`config.mk`:
```
export PLATFORM = sky130hd
export DESIGN_NAME = dshot_bidir_tlm_rx
export DESIGN_NICKNAME = d
export VERILOG_FILES = /design/src/rtl/dshot_bidir_tlm_rx.sv
export SDC_FILE = /design/constraint.sdc
export NUM_CORES = 1
export LEC_CHECK = 0
export BUFFER_PORTS_ARGS = -buffer_cell sky130_fd_sc_hd__buf_4
export CORE_ASPECT_RATIO = 1.2
export CORE_MARGIN = 2
export CORE_UTILIZATION = 60
export DETAILED_ROUTE_END_ITERATION = 10
export GPL_TIMING_DRIVEN = 0
export PLACE_DENSITY = 0.79
export SETUP_SLACK_MARGIN = 0.15
export SLEW_MARGIN = 20
export SYNTH_ARGS = -nofsm -noshare
export SYNTH_HDL_FRONTEND = slang
export SYNTH_SLANG_ARGS = --single-unit
```
`constraint.sdc`:
```
create_clock -name wb_clk_i -period 7.1 [get_ports wb_clk_i]
set_clock_uncertainty 0.15 [all_clocks]
set_input_delay 0 -clock wb_clk_i [delete_from_list [all_inputs] [get_ports wb_clk_i]]
set_output_delay 0 -clock wb_clk_i [all_outputs]
set_load 0.02 [all_outputs]
```
`src/rtl/dshot_bidir_tlm_rx.sv`:
```
// dshot_bidir_tlm_rx: bidirectional-DSHOT eRPM telemetry receiver.
// After the transmitter releases the pad, this block waits out the turnaround
// blank and catches the ESC's start edge. It then samples the 21-bit GCR reply,
// re-aligning its bit clock on every line edge. Finally it decodes the reply
// and reports the eRPM period in microseconds.
`timescale 1ns/1ps
module dshot_bidir_tlm_rx #(
  parameter int BIT_CLKS     = 96,
  parameter int BLANK_CLKS   = 1440,
  parameter int TIMEOUT_CLKS = 7200
) (
  input  logic        wb_clk_i,
  input  logic        wb_rst_i,
  input  logic        rx_i,
  input  logic        arm_i,
  output logic        busy_o,
  output logic        tlm_valid_o,
  output logic [15:0] tlm_raw_o,
  output logic [15:0] tlm_period_o,
  output logic        tlm_err_o,
  output logic        tlm_timeout_o
);

  localparam int WIN_W   = $clog2(TIMEOUT_CLKS);
  localparam int PH_W    = $clog2(BIT_CLKS);
  localparam int RUN_MAX = 6 * BIT_CLKS;
  localparam int RUN_W   = $clog2(RUN_MAX + 1);

  localparam logic [WIN_W-1:0] WIN_BLANK = WIN_W'(BLANK_CLKS);
  localparam logic [WIN_W-1:0] WIN_LAST  = WIN_W'(TIMEOUT_CLKS - 1);
  localparam logic [PH_W-1:0]  PH_MID    = PH_W'(BIT_CLKS / 2 - 1);
  localparam logic [PH_W-1:0]  PH_LAST   = PH_W'(BIT_CLKS - 1);
  localparam logic [RUN_W-1:0] RUN_LIMIT = RUN_W'(RUN_MAX);

  typedef enum logic [2:0] {
    S_IDLE,
    S_WAIT_START,
    S_SAMPLE,
    S_DECODE,
    S_DONE
  } state_t;

  state_t state, state_nxt;

  logic             rx_m, rx_s, rx_d;
  logic             edge_det, fall;
  logic [WIN_W-1:0] win_cnt;
  logic [PH_W-1:0]  phase;
  logic [4:0]       bit_idx;
  logic [RUN_W-1:0] run_cnt;
  logic [20:0]      raw;
  logic             frame_ok;

  logic             clr_win, start, do_sample;

  logic [19:0]      gcr;
  logic [4:0]       q3, q2, q1, q0;
  logic [15:0]      dec_word;
  logic             dec_ok;

  // Map a GCR quintet to {valid, nibble}; unknown codes come back with valid=0.
  function automatic logic [4:0] gcr_nibble(input logic [4:0] q);
    logic [4:0] r;
    r = 5'h00;
    case (q)
      5'h19: r = 5'h10;
      5'h1B: r = 5'h11;
      5'h12: r = 5'h12;
      5'h13: r = 5'h13;
      5'h1D: r = 5'h14;
      5'h15: r = 5'h15;
      5'h16: r = 5'h16;
      5'h17: r = 5'h17;
      5'h1A: r = 5'h18;
      5'h09: r = 5'h19;
      5'h0A: r = 5'h1A;
      5'h0B: r = 5'h1B;
      5'h1E: r = 5'h1C;
      5'h0D: r = 5'h1D;
      5'h0E: r = 5'h1E;
      5'h0F: r = 5'h1F;
      default: r = 5'h00;
    endcase
    return r;
  endfunction

  assign edge_det = rx_s ^ rx_d;
  assign fall     = rx_d & ~rx_s;
  assign busy_o   = (state != S_IDLE);

  // Two-flop synchronizer plus a delay flop for edge detection; the line idles high.
  always_ff @(posedge wb_clk_i) begin
    if (wb_rst_i) begin
      rx_m <= 1'b1;
      rx_s <= 1'b1;
      rx_d <= 1'b1;
    end else begin
      rx_m <= rx_i;
      rx_s <= rx_m;
      rx_d <= rx_s;
    end
  end

  // State register.
  always_ff @(posedge wb_clk_i) begin
    if (wb_rst_i) state <= S_IDLE;
    else          state <= state_nxt;
  end

  // Next-state logic, datapath strobes and the one-cycle status pulses.
  always_comb begin
    state_nxt     = state;
    clr_win       = 1'b0;
    start         = 1'b0;
    do_sample     = 1'b0;
    tlm_valid_o   = 1'b0;
    tlm_err_o     = 1'b0;
    tlm_timeout_o = 1'b0;
    case (state)
      S_IDLE: begin
        if (arm_i) begin
          clr_win   = 1'b1;
          state_nxt = S_WAIT_START;
        end
      end
      S_WAIT_START: begin
        if (arm_i) begin
          clr_win = 1'b1;
        end else if (win_cnt >= WIN_BLANK && fall) begin
          start     = 1'b1;
          state_nxt = S_SAMPLE;
        end else if (win_cnt == WIN_LAST) begin
          tlm_timeout_o = 1'b1;
          state_nxt     = S_IDLE;
        end
      end
      S_SAMPLE: begin
        if (!edge_det && run_cnt == RUN_LIMIT) begin
          tlm_err_o = 1'b1;
          state_nxt = S_IDLE;
        end else if (phase == PH_MID) begin
          do_sample = 1'b1;
          if (bit_idx == 5'd20) state_nxt = S_DECODE;
        end
      end
      S_DECODE: begin
        state_nxt = S_DONE;
      end
      S_DONE: begin
        tlm_valid_o = frame_ok;
        tlm_err_o   = ~frame_ok;
        state_nxt   = S_IDLE;
      end
      default: begin
        state_nxt = S_IDLE;
      end
    endcase
    if (wb_rst_i) begin
      tlm_valid_o   = 1'b0;
      tlm_err_o     = 1'b0;
      tlm_timeout_o = 1'b0;
    end
  end

  // Listen-window counter: cleared on arm, counts while waiting for the start edge.
  always_ff @(posedge wb_clk_i) begin
    if (wb_rst_i)                  win_cnt <= '0;
    else if (clr_win)              win_cnt <= '0;
    else if (state == S_WAIT_START) win_cnt <= win_cnt + 1'b1;
  end

  // Bit-clock recovery and shift register: any edge re-centres the sample point.
  always_ff @(posedge wb_clk_i) begin
    if (wb_rst_i) begin
      phase   <= '0;
      bit_idx <= '0;
      run_cnt <= '0;
      raw     <= '0;
    end else if (start) begin
      phase   <= '0;
      bit_idx <= '0;
      run_cnt <= '0;
    end else if (state == S_SAMPLE) begin
      if (edge_det || phase == PH_LAST) phase <= '0;
      else                              phase <= phase + 1'b1;
      if (edge_det) run_cnt <= '0;
      else          run_cnt <= run_cnt + 1'b1;
      if (do_sample) begin
        raw     <= {raw[19:0], rx_s};
        bit_idx <= bit_idx + 5'd1;
      end
    end
  end

  // Undo the transition coding, look up each quintet and verify the checksum.
  always_comb begin
    gcr      = raw[20:1] ^ raw[19:0];
    q3       = gcr_nibble(gcr[19:15]);
    q2       = gcr_nibble(gcr[14:10]);
    q1       = gcr_nibble(gcr[9:5]);
    q0       = gcr_nibble(gcr[4:0]);
    dec_word = {q3[3:0], q2[3:0], q1[3:0], q0[3:0]};
    dec_ok   = q3[4] & q2[4] & q1[4] & q0[4] & ~raw[20] &
               ((q3[3:0] ^ q2[3:0] ^ q1[3:0] ^ q0[3:0]) == 4'hF);
  end

  // Result registers: only a clean frame replaces the held word and period.
  always_ff @(posedge wb_clk_i) begin
    if (wb_rst_i) begin
      frame_ok     <= 1'b0;
      tlm_raw_o    <= '0;
      tlm_period_o <= '0;
    end else if (state == S_DECODE) begin
      frame_ok <= dec_ok;
      if (dec_ok) begin
        tlm_raw_o    <= dec_word;
        tlm_period_o <= {7'b0, dec_word[12:4]} << dec_word[15:13];
      end
    end
  end

endmodule

```
* Word-level counts from Yosys, hierarchy flattened
Memory sizes are Yosys's and may differ from the RTL's. Index checks and enable logic that the tools add are counted.
Storage, ports and cells: register bits after elaboration 95, bits of input ports 4, output and inout port bits 36, bits in read-only memories 640, memories 4
Cells by class: equality and inequality tests 15, mux-type cells 28, $lt $le $gt $ge 1, shifts and indexed selects 1, add/subtract/negate cells 4, bitwise gates (word level) 15, reductions and logical operators 13
Memories:
- (name not given) | depth 32, width 5, rd ports 1, clocked after memory_dff 0, write ports 0, RTL line 65 | case (q)
- (name not given) | depth 32, width 5, rd ports 1, clocked after memory_dff 0, write ports 0, RTL line 65
- (name not given) | depth 32, width 5, rd ports 1, clocked after memory_dff 0, write ports 0, RTL line 65
- (name not given) | depth 32, width 5, rd ports 1, clocked after memory_dff 0, write ports 0, RTL line 65
Operators by type and width (number):
- 3-bit two-way mux | 7
- 20-bit XOR | 1
- 1-bit two-way mux | 17
- 9-bit by 3-bit left shift with 16-bit output | 1
- 13-bit by 1-bit adder with 13-bit output (second input constant) | 1
- 13-bit equality test (second input constant) | 1
- 13-bit by 11-bit greater-or-equal comparator with 1-bit output (second input constant) | 1
- 3-bit one-hot mux with 4 select lines | 1
- 4-bit XOR | 3
- 10-bit by 1-bit adder with 10-bit output (second input constant) | 1
- 10-bit equality test (second input constant) | 1
- 10-bit two-way mux | 1
- 3-bit inequality test (second input constant) | 3
- 7-bit by 1-bit adder with 7-bit output (second input constant) | 1
- 7-bit by 6-bit equality test with 1-bit output (second input constant) | 1
- 7-bit equality test (second input constant) | 1
- 7-bit two-way mux | 1
- 1-bit AND | 6
- 3-bit by 2-bit equality test with 1-bit output (second input constant) | 2
- 2-bit OR reduction | 3
- 5-bit by 1-bit adder with 5-bit output (second input constant) | 1
- 5-bit equality test (second input constant) | 1
- 5-bit AND reduction | 1
- 4-bit equality test (second input constant) | 1
- 13 further kinds | 19

* Logic depth before layout (Yosys ltp)
depth after elaboration 8, depth in mapped cells 13, mapped depth without buffers 10

* Least setup slack after synthesis
OpenSTA, ideal clock, no wires.
kind flip-flop to flip-flop, start point reg raw[11], end point reg tlm_period_o[14], data arrival time 2.816 ns, setup slack 4.012 ns, stages on the path, launching flop included 12, cells stage by stage dfxtp_1 > clkbuf_1 > xor2_1 > inv_1 > ha_1 > and3b_1 > a311oi_1 > a31oi_1 > nor4_1 > nand4_1 > nor3_4 > mux2_4
On the way: word-level cells in the longest chain between the ends 8, elaborated cells between the ends (all ways) 13
RTL lines:
- from (decl) | RTL line 51 | logic [20:0] raw;
- from (signal assigned) | RTL line 189 | raw <= {raw[19:0], rx_s};
- 20-bit XOR (*) | RTL line 197 | gcr = raw[20:1] ^ raw[19:0];
- memory read 32 x 5 bit (*)
- 4-bit XOR or 1-bit AND (tied branches) (3 in a row) | RTL line 204, 203
- 4-bit equality test or 1-bit AND (tied branches) | RTL line 204, 203
- 1-bit AND | RTL line 203 | dec_ok = q3[4] & q2[4] & q1[4] & q0[4] & ~raw[20] &
- 2-bit AND reduction (no source line)
- to (signal assigned) | RTL line 217 | tlm_period_o <= {7'b0, dec_word[12:4]} << dec_word[15:13];
- to (decl) | RTL line 19 | output logic [15:0] tlm_period_o,
Mark *: on every way between the ends. The rest lies on a longest branch, timed or not. A chain may end at the register's enable or synchronous reset.

* Worst setup path after layout
start point reg raw[12], end point reg tlm_period_o[15]
Same word-level chain as after synthesis.

==> out/results.ini <==
[run_status]
status=finished, final reports clean

[layout]
multi_input_area_mm2=0.003551
nets=796
syn2layout_area_growth_pct=13.31
drive_gt1_frac=0.1124
fillers=754
regArea_mm2=0.001902
diodes=0

[yosys]
ys.flop_type=dfxtp_1
synth_seq_cells=95
syn_area_mm2=0.005771
synth_nets=745
async_reset_ff_frac=0
yosysUniqueCellTypes=69
synth_edf_count=0
yosysSeqAreaShare=0.3296
postSynthCellCount=727
ys_warn_count=0
syn_avg_cell_area_um2=7.937

[clocking]
cts-root-buf=clkbuf_16
htreeDepth=3
clkLatencyLatePin_ns=0.34
cts.sinks=95
tritoncts=yes
post_cts_resized=0
clk_pin_slew_worst_paths_ns=0.06
numCtsBuffers=9
ctsLongestPathBuffers=2

[grt]
grt_pass1_wl_um=24180
antenna_found_initial=0
grt_remaining_overflow=0
grt_max_degree=16
grt_usage=0.2853
grt_pass1_vias=5037

[setup_path]
cp.required_ns=7.18
max_stage_delay_ns=0.58
cp-start-kind=flop
crit_type=reg -> reg
worstPathArrival_ns=4.10
crit_chain=clkbuf_1 > xor2_1 > inv_1 > ha_1 > and3b_1 > a311oi_1 > a31oi_1 > nor4_1 > nand4_1 > nor3_4 > mux2_4
crit_fanout=10
critical-path-slowest-cell=nor4_1
critical_path.endpoint_type=flop

[floorplan]
die_h_um=111.4
dieArea_mm2=0.01042
num_rows=39
ios=40
start_util=0.6127
core_mm2=0.009418
die_x_um=93.53

[routing]
drt_first_pass_iters=5
drc=0
final_antenna_net_count=0
avgRoutedWirePerCell_um=15.99
num_vias=5354
drtIter0Drc=380
wl_um=14490
vias_per_cell=5.909

[power_and_ir_drop]
power_mw=1.072
ir_drop_mv=0.1083
p_per_area_mw_per_mm2=164.0
leakagePower_nw=2.438

[sta]
max_slew_margin=0.4078
fin_setup_tns_ns=0
final_max_slew_viol_count=0
holdWs_ns=0.01907
grt_setup_unrepaired=false
setup_viol=0
hold_violations=0
post-route-period-util=0.5658
fin_crit_ns=4.017
fmax_mhz=248.9
worstMarginPinSlew_ns=0.8790

[placement]
globalplace.congestion=0.9171
io_buffers=38
dp_hpwl_um=10490

[min_path]
hold_class=in -> reg

[run]
maxCapViolations=0

==> critical path: cells and delay by family (launching register included) <==
family                   cells  cell delay, ns
buffers and inverters        2            0.40
multiplexers                 1            0.35
AO/OA/AOI/OAI                2            0.35
adder cells (fa/ha/maj)      1            0.27
XOR/XNOR                     1            0.38
flip-flops                   1            0.30
AND/OR/NAND/NOR              4            1.70
==> per-stage QoR <==
stage                     std cells  cell area, um^2  setup slack [ns]    util
after global placement          888             6210             3.279  0.6594
after detailed placement        888             6210             3.134  0.6594
final                           906             6539             3.083  0.6943
after global routing            906             6539             2.786  0.6943
after CTS                       906             6539             3.126  0.6943
after floorplan                 727             5771             4.012       -
==> synth_stat cells, drive strengths merged (2+ instances only) <==
| library cell | count | area share |
|---|---|---|
| nand2 | 97 | 0.063 |
| dfxtp | 95 | 0.33 |
| nor2 | 63 | 0.041 |
| a21oi | 48 | 0.042 |
| xor2 | 32 | 0.050 |
| clkbuf | 29 | 0.019 |
| buf | 27 | 0.023 |
| nor3 | 24 | 0.023 |
| o21ai | 24 | 0.021 |
| mux2i | 23 | 0.040 |
| nor2b | 23 | 0.025 |
| xnor2 | 22 | 0.033 |
| inv | 20 | 0.013 |
| nand4 | 16 | 0.017 |
| a31oi | 15 | 0.016 |
| nand3 | 15 | 0.013 |
| ha | 14 | 0.030 |
| nand2b | 14 | 0.015 |
| and3 | 11 | 0.012 |
| o211ai | 11 | 0.014 |
| a211oi | 10 | 0.013 |
| nor4 | 10 | 0.011 |
| o31ai | 7 | 0.0091 |
| mux2 | 6 | 0.013 |
| nor3b | 5 | 0.0065 |
| nor4b | 5 | 0.0076 |
| o22ai | 5 | 0.0054 |
| a311oi | 4 | 0.0061 |
| or3 | 4 | 0.0043 |
| a21boi | 3 | 0.0039 |
| a22oi | 3 | 0.0039 |
| and2 | 3 | 0.0033 |
| nand3b | 3 | 0.0039 |
| o21bai | 3 | 0.0039 |
| a2111oi | 2 | 0.0095 |
| and4 | 2 | 0.0030 |
| nor4bb | 2 | 0.0035 |
| o221ai | 2 | 0.0041 |
| o2bb2ai | 2 | 0.0030 |
| o31a | 2 | 0.0030 |
| or2 | 2 | 0.0022 |
| xnor3 | 2 | 0.0078 |
==> routing by layer <==
layer | track usage | vias up | wire [um] | share of wire
met2 | 0.4974 | 166 | 7148 | 0.49
met4 | 0.1000 | 0 | 334 | 0.023
met5 | 0 | - | 0 | 0
met1 | 0.3536 | 2515 | 6268 | 0.43
met3 | 0.04533 | 26 | 740 | 0.051
li1 | - | 2647 | - | -
==> report_power, final <==
part | switching [mW] | total, mW | internal, mW
clock network | 0.210 | 0.504 | 0.294
registers | 0.00131 | 0.536 | 0.535
logic | 0.0225 | 0.0324 | 0.00993
total | 0.234 | 1.07 | 0.839
==> placed cells by master, fill, tap and decap left out, drive strengths merged, types with 14 or more instances in the layout <==
cell    netlist  routed
buf          27      65
nor2b        23      23
mux2i        23      23
clkbuf       29      41
o21ai        24      24
xnor2        22      22
dfxtp        95      95
inv          20      21
nand2b       14      14
nand2        97      97
nor3         24      24
nand4        16      16
nand3        15      15
xor2         32      32
a21oi        48      48
a31oi        15      15
ha           14      14
nor2         63      63
==> final cells by class <==
type                       count  share of cell area
buffer                        56             0.03655
clock inverter                 4            0.008037
timing repair buffer          40             0.04669
clock buffer                  12             0.03923
tap                          123             0.02354
multi-input combinational    555              0.5431
inverter                      21             0.01206
sequential                    95              0.2909
==> final timing paths <==
kind / from / endpoint / slack, ns / cells after the start
setup / recovery: raw[12] / tlm_period_o[15] / 3.08 / 11
hold / removal: wb_rst_i / tlm_raw_o[15] / 0.02 / 3
setup reg to reg: raw[12] / tlm_period_o[15] / 3.08 / 11
hold reg to reg: rx_m / rx_s / 0.28 / 1
==> state kept, by name, summed over array words and instances, names as in the netlist, 3 cells and up <==
name	flops
bit_idx	5
phase	7
raw	21
run_cnt	10
state	3
tlm_period_o	16
tlm_raw_o	16
win_cnt	13
==> kinds of logic (layout without fill, tap and decap cells) <==
logic type | after synthesis | after routing | synth area share
and+or+nand+nor | 302 | 302 | 0.2593
AOI/OAI and AO/OA | 153 | 153 | 0.1776
DFF | 95 | 95 | 0.3296
buffers and inverters | 77 | 133 | 0.05507
xor gates and xnor gates | 57 | 57 | 0.09519
muxes | 29 | 29 | 0.05290
adders and majority gates | 14 | 14 | 0.03036
==> repair_timing <==
item | CTS | global route
setup buffers | 0 | 0
setup endpoints to repair | 0 | 0
endpoints found under the hold margin | 6 | 0
hold buffers | 2 | 0
No activity file was read; power rests on OpenSTA's default activity.
